**src/rtl/ddr3_axi_pkg.sv**
```systemverilog
// Shared AXI4 constants and FSM state type for the DDR3 stream writer.
package ddr3_axi_pkg;

    localparam logic [2:0] AXI_SIZE_4B       = 3'b010;
    localparam logic [1:0] AXI_BURST_INCR    = 2'b01;
    localparam logic [1:0] AXI_RESP_OKAY     = 2'b00;
    localparam logic [3:0] AXI_CACHE_BUF_MOD = 4'b0011;
    localparam int unsigned PAGE_4K          = 4096;

    typedef enum logic [2:0] {
        StIdle,
        StCalc,
        StWaitFill,
        StAddr,
        StData,
        StResp
    } wr_state_e;

endpackage

```
**src/rtl/ddr3_wr_fifo.sv**
```systemverilog
// Synchronous data FIFO with occupancy count; push while full is accepted when a pop occurs
// in the same cycle.
module ddr3_wr_fifo
    import ddr3_axi_pkg::*;
#(
    parameter int unsigned WIDTH = 32,
    parameter int unsigned DEPTH = 32,
    localparam int unsigned PW   = (DEPTH > 1) ? $clog2(DEPTH) : 1
) (
    input  logic             clk,
    input  logic             rst_n,
    input  logic             push,
    input  logic [WIDTH-1:0] wdata,
    input  logic             pop,
    output logic [WIDTH-1:0] rdata,
    output logic [PW:0]      count,
    output logic             full,
    output logic             empty
);

    logic [WIDTH-1:0] mem [DEPTH];
    logic [PW-1:0]    wr_ptr_q, rd_ptr_q;
    logic [PW:0]      count_q;
    logic             do_push, do_pop;

    assign empty   = (count_q == '0);
    assign full    = (count_q == (PW+1)'(DEPTH));
    assign do_pop  = pop & ~empty;
    assign do_push = push & (~full | do_pop);
    assign rdata   = mem[rd_ptr_q];
    assign count   = count_q;

    always_ff @(posedge clk or negedge rst_n) begin
        if (!rst_n) begin
            wr_ptr_q <= '0;
            rd_ptr_q <= '0;
            count_q  <= '0;
        end else begin
            if (do_push) wr_ptr_q <= wr_ptr_q + 1'b1;
            if (do_pop)  rd_ptr_q <= rd_ptr_q + 1'b1;
            unique case ({do_push, do_pop})
                2'b10:   count_q <= count_q + 1'b1;
                2'b01:   count_q <= count_q - 1'b1;
                default: count_q <= count_q;
            endcase
        end
    end

    // Storage needs no reset; pointers define validity.
    always_ff @(posedge clk) begin
        if (do_push) mem[wr_ptr_q] <= wdata;
    end

endmodule

```
**src/rtl/ddr3_stream_writer.sv**
```systemverilog
// AXI4 write master turning a 32-bit word stream into 4KB-safe INCR bursts.
// Optional counters enabled by DDR3_STREAM_WRITER_PERF_EN.
module ddr3_stream_writer
    import ddr3_axi_pkg::*;
#(
    parameter int unsigned BURST_LEN  = 16,
    parameter int unsigned FIFO_DEPTH = 32,
    parameter logic        ID_VAL     = 1'b0
) (
    input  logic        clk,
    input  logic        aresetn,
    input  logic        phy_init_done,
    input  logic        cmd_valid,
    output logic        cmd_ready,
    input  logic [31:0] cmd_addr,
    input  logic [15:0] cmd_beats,
    input  logic        s_valid,
    output logic        s_ready,
    input  logic [31:0] s_data,
    output logic        busy,
    output logic        done,
    output logic        err,
`ifdef DDR3_STREAM_WRITER_PERF_EN
    output logic [31:0] perf_busy_cycles,
    output logic [31:0] perf_stall_cycles,
`endif
    output logic        m_axi_awid,
    output logic [31:0] m_axi_awaddr,
    output logic [7:0]  m_axi_awlen,
    output logic [2:0]  m_axi_awsize,
    output logic [1:0]  m_axi_awburst,
    output logic        m_axi_awlock,
    output logic [3:0]  m_axi_awcache,
    output logic [2:0]  m_axi_awprot,
    output logic [3:0]  m_axi_awqos,
    output logic        m_axi_awvalid,
    input  logic        m_axi_awready,
    output logic [31:0] m_axi_wdata,
    output logic [3:0]  m_axi_wstrb,
    output logic        m_axi_wlast,
    output logic        m_axi_wvalid,
    input  logic        m_axi_wready,
    input  logic        m_axi_bid,
    input  logic [1:0]  m_axi_bresp,
    input  logic        m_axi_bvalid,
    output logic        m_axi_bready
);

    localparam int unsigned CW = ((FIFO_DEPTH > 1) ? $clog2(FIFO_DEPTH) : 1) + 1;

    wr_state_e   state_q, state_d;
    logic [31:0] addr_q, addr_d;
    logic [15:0] remaining_q, remaining_d;
    logic [15:0] stream_left_q, stream_left_d;
    logic [8:0]  blen_q, blen_d, beat_q, beat_d;
    logic        err_q, err_d, done_q, done_d, init_q;
    logic [CW-1:0] fifo_count;
    logic        fifo_full, fifo_empty, push, pop, cmd_fire;
    logic [15:0] page_left, blen_calc;

    assign cmd_ready = init_q & (state_q == StIdle);
    assign busy      = (state_q != StIdle);
    // Stop taking words once the job's full count has been accepted.
    assign s_ready   = busy & ~fifo_full & (stream_left_q != '0);
    assign push      = s_valid & s_ready;
    assign pop       = m_axi_wvalid & m_axi_wready;
    assign cmd_fire  = cmd_valid & cmd_ready;
    assign done      = done_q;
    assign err       = err_q;

    assign m_axi_awid    = ID_VAL;
    assign m_axi_awaddr  = addr_q;
    assign m_axi_awlen   = 8'(blen_q - 9'd1);
    assign m_axi_awsize  = AXI_SIZE_4B;
    assign m_axi_awburst = AXI_BURST_INCR;
    assign m_axi_awlock  = 1'b0;
    assign m_axi_awcache = AXI_CACHE_BUF_MOD;
    assign m_axi_awprot  = 3'b000;
    assign m_axi_awqos   = 4'b0000;
    assign m_axi_awvalid = (state_q == StAddr);
    assign m_axi_wstrb   = 4'hF;
    assign m_axi_wvalid  = (state_q == StData);
    assign m_axi_wlast   = m_axi_wvalid & (beat_q == blen_q - 9'd1);
    assign m_axi_bready  = (state_q == StResp);

    // Words left before the next 4KB page boundary.
    assign page_left = 16'((13'(PAGE_4K) - {1'b0, addr_q[11:0]}) >> 2);

    ddr3_wr_fifo #(
        .WIDTH (32),
        .DEPTH (FIFO_DEPTH)
    ) u_fifo (
        .clk   (clk),
        .rst_n (aresetn),
        .push  (push),
        .wdata (s_data),
        .pop   (pop),
        .rdata (m_axi_wdata),
        .count (fifo_count),
        .full  (fifo_full),
        .empty (fifo_empty)
    );

    always_comb begin
        blen_calc = remaining_q;
        if (blen_calc > 16'(BURST_LEN)) blen_calc = 16'(BURST_LEN);
        if (blen_calc > page_left)      blen_calc = page_left;
    end

    always_comb begin
        state_d       = state_q;
        addr_d        = addr_q;
        remaining_d   = remaining_q;
        stream_left_d = push ? stream_left_q - 16'd1 : stream_left_q;
        blen_d        = blen_q;
        beat_d        = beat_q;
        err_d         = err_q;
        done_d        = 1'b0;
        unique case (state_q)
            StIdle: begin
                if (cmd_fire) begin
                    addr_d        = {cmd_addr[31:2], 2'b00};
                    remaining_d   = cmd_beats;
                    stream_left_d = cmd_beats;
                    err_d         = 1'b0;
                    if (cmd_beats == '0) done_d  = 1'b1;
                    else                 state_d = StCalc;
                end
            end
            StCalc: begin
                blen_d  = blen_calc[8:0];
                beat_d  = '0;
                state_d = StWaitFill;
            end
            StWaitFill: begin
                // Whole burst buffered first so WVALID never drops mid-burst.
                if (32'(fifo_count) >= 32'(blen_q) && phy_init_done) state_d = StAddr;
            end
            StAddr: begin
                if (m_axi_awready) state_d = StData;
            end
            StData: begin
                if (pop) begin
                    if (m_axi_wlast) state_d = StResp;
                    else             beat_d  = beat_q + 9'd1;
                end
            end
            StResp: begin
                if (m_axi_bvalid) begin
                    err_d       = err_q | (m_axi_bresp != AXI_RESP_OKAY);
                    addr_d      = addr_q + {21'd0, blen_q, 2'b00};
                    remaining_d = remaining_q - 16'(blen_q);
                    if (remaining_q == 16'(blen_q)) begin
                        done_d  = 1'b1;
                        state_d = StIdle;
                    end else begin
                        state_d = StCalc;
                    end
                end
            end
            default: state_d = StIdle;
        endcase
    end

    always_ff @(posedge clk or negedge aresetn) begin
        if (!aresetn) begin
            state_q       <= StIdle;
            addr_q        <= '0;
            remaining_q   <= '0;
            stream_left_q <= '0;
            blen_q        <= '0;
            beat_q        <= '0;
            err_q         <= 1'b0;
            done_q        <= 1'b0;
            init_q        <= 1'b0;
        end else begin
            state_q       <= state_d;
            addr_q        <= addr_d;
            remaining_q   <= remaining_d;
            stream_left_q <= stream_left_d;
            blen_q        <= blen_d;
            beat_q        <= beat_d;
            err_q         <= err_d;
            done_q        <= done_d;
            init_q        <= 1'b1;
        end
    end

`ifdef DDR3_STREAM_WRITER_PERF_EN
    logic [31:0] perf_busy_q, perf_stall_q;
    logic        stall;

    assign stall = (m_axi_awvalid & ~m_axi_awready) | (m_axi_wvalid & ~m_axi_wready);

    always_ff @(posedge clk or negedge aresetn) begin
        if (!aresetn) begin
            perf_busy_q  <= '0;
            perf_stall_q <= '0;
        end else if (cmd_fire) begin
            perf_busy_q  <= '0;
            perf_stall_q <= '0;
        end else begin
            if (busy && perf_busy_q != '1)   perf_busy_q  <= perf_busy_q + 32'd1;
            if (stall && perf_stall_q != '1) perf_stall_q <= perf_stall_q + 32'd1;
        end
    end

    assign perf_busy_cycles  = perf_busy_q;
    assign perf_stall_cycles = perf_stall_q;
`endif

    logic unused_sig;
    assign unused_sig = ^{m_axi_bid, fifo_empty, blen_calc[15:9]};

endmodule

```
**config.mk**
```make
export PLATFORM = sky130hd
export DESIGN_NAME = ddr3_stream_writer
export DESIGN_NICKNAME = d
export VERILOG_FILES = /design/src/rtl/ddr3_axi_pkg.sv /design/src/rtl/ddr3_wr_fifo.sv /design/src/rtl/ddr3_stream_writer.sv
export SDC_FILE = /design/constraint.sdc
export NUM_CORES = 1
export LEC_CHECK = 0
export BUFFER_PORTS_ARGS = -buffer_cell sky130_fd_sc_hd__buf_4
export CORE_MARGIN = 3
export CORE_UTILIZATION = 56
export CTS_CLUSTER_DIAMETER = 30
export DETAILED_ROUTE_END_ITERATION = 12
export PLACE_DENSITY = 0.73
export SETUP_SLACK_MARGIN = 0.3
export SKIP_LAST_GASP = 1
export SLEW_MARGIN = 25
export SYNTH_ARGS = -nofsm -noshare
export SYNTH_HDL_FRONTEND = slang
export SYNTH_SLANG_ARGS = --single-unit
```
**constraint.sdc**
```tcl
create_clock -name clk -period 10.95 [get_ports clk]
set_clock_uncertainty 0.1 [all_clocks]
set_input_delay 1.095 -clock clk [delete_from_list [all_inputs] [get_ports clk]]
set_output_delay 1.095 -clock clk [all_outputs]
set_load 0.1 [all_outputs]
```
==> out/results.ini <==
[outcome]
status = complete, no violations

[yosys]
synthCells = 2402
syn_area_per_cell_um2 = 19.35
synth_area_leader_cell = edfxtp_1
synthTopCellsByArea = edfxtp_1 (66%), mux4_2 (16%), dfrtp_1 (5.5%), ha_1 (1.3%), nand2_1 (1.0%)
synth-edff-count = 1024
yosys.cell_count.top_type = edfxtp_1
synth_common_cells = edfxtp_1 (1024), mux4_2 (320), nand2_1 (126)
ys_types = 78
synth-seq-cells = 1126
synth_area_um2 = 46490
yosysSeqAreaShare_pct = 71.63
ys.flop_type = edfxtp_1
synth-warning-count = 0
synth_async_sr_flop_share_pct = 9.059
synth_top_area_share_pct = 66.14

[floorplanning]
placementRows = 105
die_area_um2 = 86510
die_y_um = 294.1
start_util_pct = 56.62
core_um2 = 82110
dieWidth_um = 294.1
pin_count = 194

[power_and_ir_drop]
leakage_nw = 18.74
p_switching_w = 0.005199
clkPwrFrac_pct = 38.5
power_per_cell_area_nw_per_um2 = 283.0
peakVddDrop_v = 0.0002847
seq_power_share_pct = 33.9
internal-power_w = 0.01063
pwr-share-comb_pct = 27.6
switching_share_pct = 32.85

[placement]
dpl_worst_slack_ns = 5.438
dp_hpwl_um = 57820
place_area_um2 = 49230
gp_congestion = 0.8923
port_buffers = 166

[timing]
rsz0062_at_grt = no
finalSetupViolCount = 0
setup_slack_ns = 4.845
fin_crit_sh_pct = 55.76
relSlewSlack_pct = 31.79
final-max-slew-violation-count = 0
finalCriticalPeriod_ns = 6.105
hold_violations = 0
worstMarginPinSlew_ns = 1.023
max_freq_ghz = 0.1638
final.setup.tns_ns = 0

[routing]
drt-total-wl_um = 116000
route.detailed.drc = 0
firstDrtPassIters = 6
ant_nets = 0
wire_per_inst_um = 29.42
via_count = 25180
vias_per_cell = 6.389
drt_iter0_drc = 2558

[setup_path]
critPathCaptureType = output port
ff2ff_path_depth = 12
worstPathArrival_ns = 4.91
worst_setup_path_start_kind = flip-flop
r2r_slack_ns = 6.78
path_class = reg -> out
r2r-start = remaining_q[12]
r2r-end = blen_q[0]
crit_required_ns = 9.76
cp_max_fo = 42

[global_routing]
antenna_found_initial = 3
gr-total-overflow = 0
track_usage_pct = 27.45
grt_pass1_vias = 26520
grt_max_degree = 68
grt_pass1_wl_um = 172300

[clock_tree]
cts_root_buf = clkbuf_16
cts_setup_buffers = 0
cts_tree = built
clock_sink_count = 1126
hold_buffers = 0
cts_made_buffers = 193
cts.htree.levels = 4
cts_resized = 0
worst_skew_pair.late_latency_ns = 0.74
clk_pin_slew_ns = 0.04
cts.path.max_buffers = 3

[hold_path]
hold_path_class = in -> async

[job]
drv_cap = 0

[finish]
syn2layout_area_growth_pct = 20.30
nets = 2846
final_area_um2 = 55930
drive_gt1_share_pct = 33.05

-- worst max-delay path by stage --
stage                      endpoint  slack [ns]               start
floorplan               m_axi_wlast        6.13           blen_q[0]
global placement     m_axi_wdata[9]        5.36  u_fifo.rd_ptr_q[0]
detailed placement  m_axi_wdata[12]        5.44  u_fifo.rd_ptr_q[0]
CTS                 m_axi_wdata[12]        4.62  u_fifo.rd_ptr_q[0]
global route         m_axi_wdata[5]        4.45  u_fifo.rd_ptr_q[0]
finish               m_axi_wdata[5]        4.84  u_fifo.rd_ptr_q[0]
-- per-layer routing --
layer	vias to the layer above	share of wire, %	GRT usage (%)
met5	-	0	0
met4	0	3.2	10.63
met3	219	7.5	5.230
met2	1267	52	46.40
met1	13200	37	35.76
li1	10500	-	-
-- layout by cell type, fill, tap and decap left out, types with 31 or more instances in the layout --
cell type and n:
a21oi_1 39, buf_4 215, clkbuf_16 196, conb_1 31, dfrtp_1 97, edfxtp_1 1024, ha_1 50, inv_1 47
mux2_2 36, mux4_2 320, nand2_1 126, nor2_1 56, nor2_4 33, o21ai_1 36, xnor2_1 36
-- worst max-delay path, cell delays in order, from the launching register on --
cell and delay (ns):
dfrtp_4 0.80, buf_12 0.31, buf_4 0.71, buf_4 0.63, mux4_2 0.60, mux4_2 0.49
mux2_2 0.32, buf_4 0.24
-- metrics by stage --
step	instances	util, %	hold slack [ns]	total power [W]
after floorplan	2431	-	0.3888	0.008716
after global placement	3575	59.89	0.4096	0.009656
after detailed placement	3577	59.95	0.4185	0.009756
after CTS	3938	68.10	0.2551	0.01592
after global routing	3940	68.11	0.2948	0.01641
final	3941	68.11	0.2725	0.01582
-- cell type report --
class,instances,area [µm²]
timing repair buffer,218,1673
sequential,1126,33320
inverter,50,187.7
antenna,3,7.507
fill,5058,26180
clock buffer,218,5007
tap,1070,1339
clock inverter,143,1678
multi-input combinational,1113,12720
-- logic make-up after synthesis --
logic type / synth area share, %
adders and majority gates: 1.475
DFF: 71.63
AOI/OAI and AO/OA: 3.448
muxes: 16.79
buffers and inverters: 1.784
other: 0.01615
xor gates and xnor gates: 1.017
and+or+nand+nor: 3.838
-- state kept, by name (all words and copies together), names as in the netlist, 3 cells and up --
name             flops
u_fifo.count         6
u_fifo.wr_ptr_q      5
state_q              3
u_fifo.rd_ptr_q      5
stream_left_q       16
beat_q               9
m_axi_awaddr        30
blen_q               9
u_fifo.mem        1024
remaining_q         16
-- power by group through the flow --
stage / combinational, W / clock (W) / sequential [W]
global placement: 0.00421 / 0 / 0.00545
floorplan: 0.00310 / 0 / 0.00561
global route: 0.00463 / 0.00637 / 0.00541
finish: 0.00436 / 0.00609 / 0.00537
detailed placement: 0.00433 / 0 / 0.00543
CTS: 0.00439 / 0.00617 / 0.00536
No activity file was read; power rests on OpenSTA's default activity.
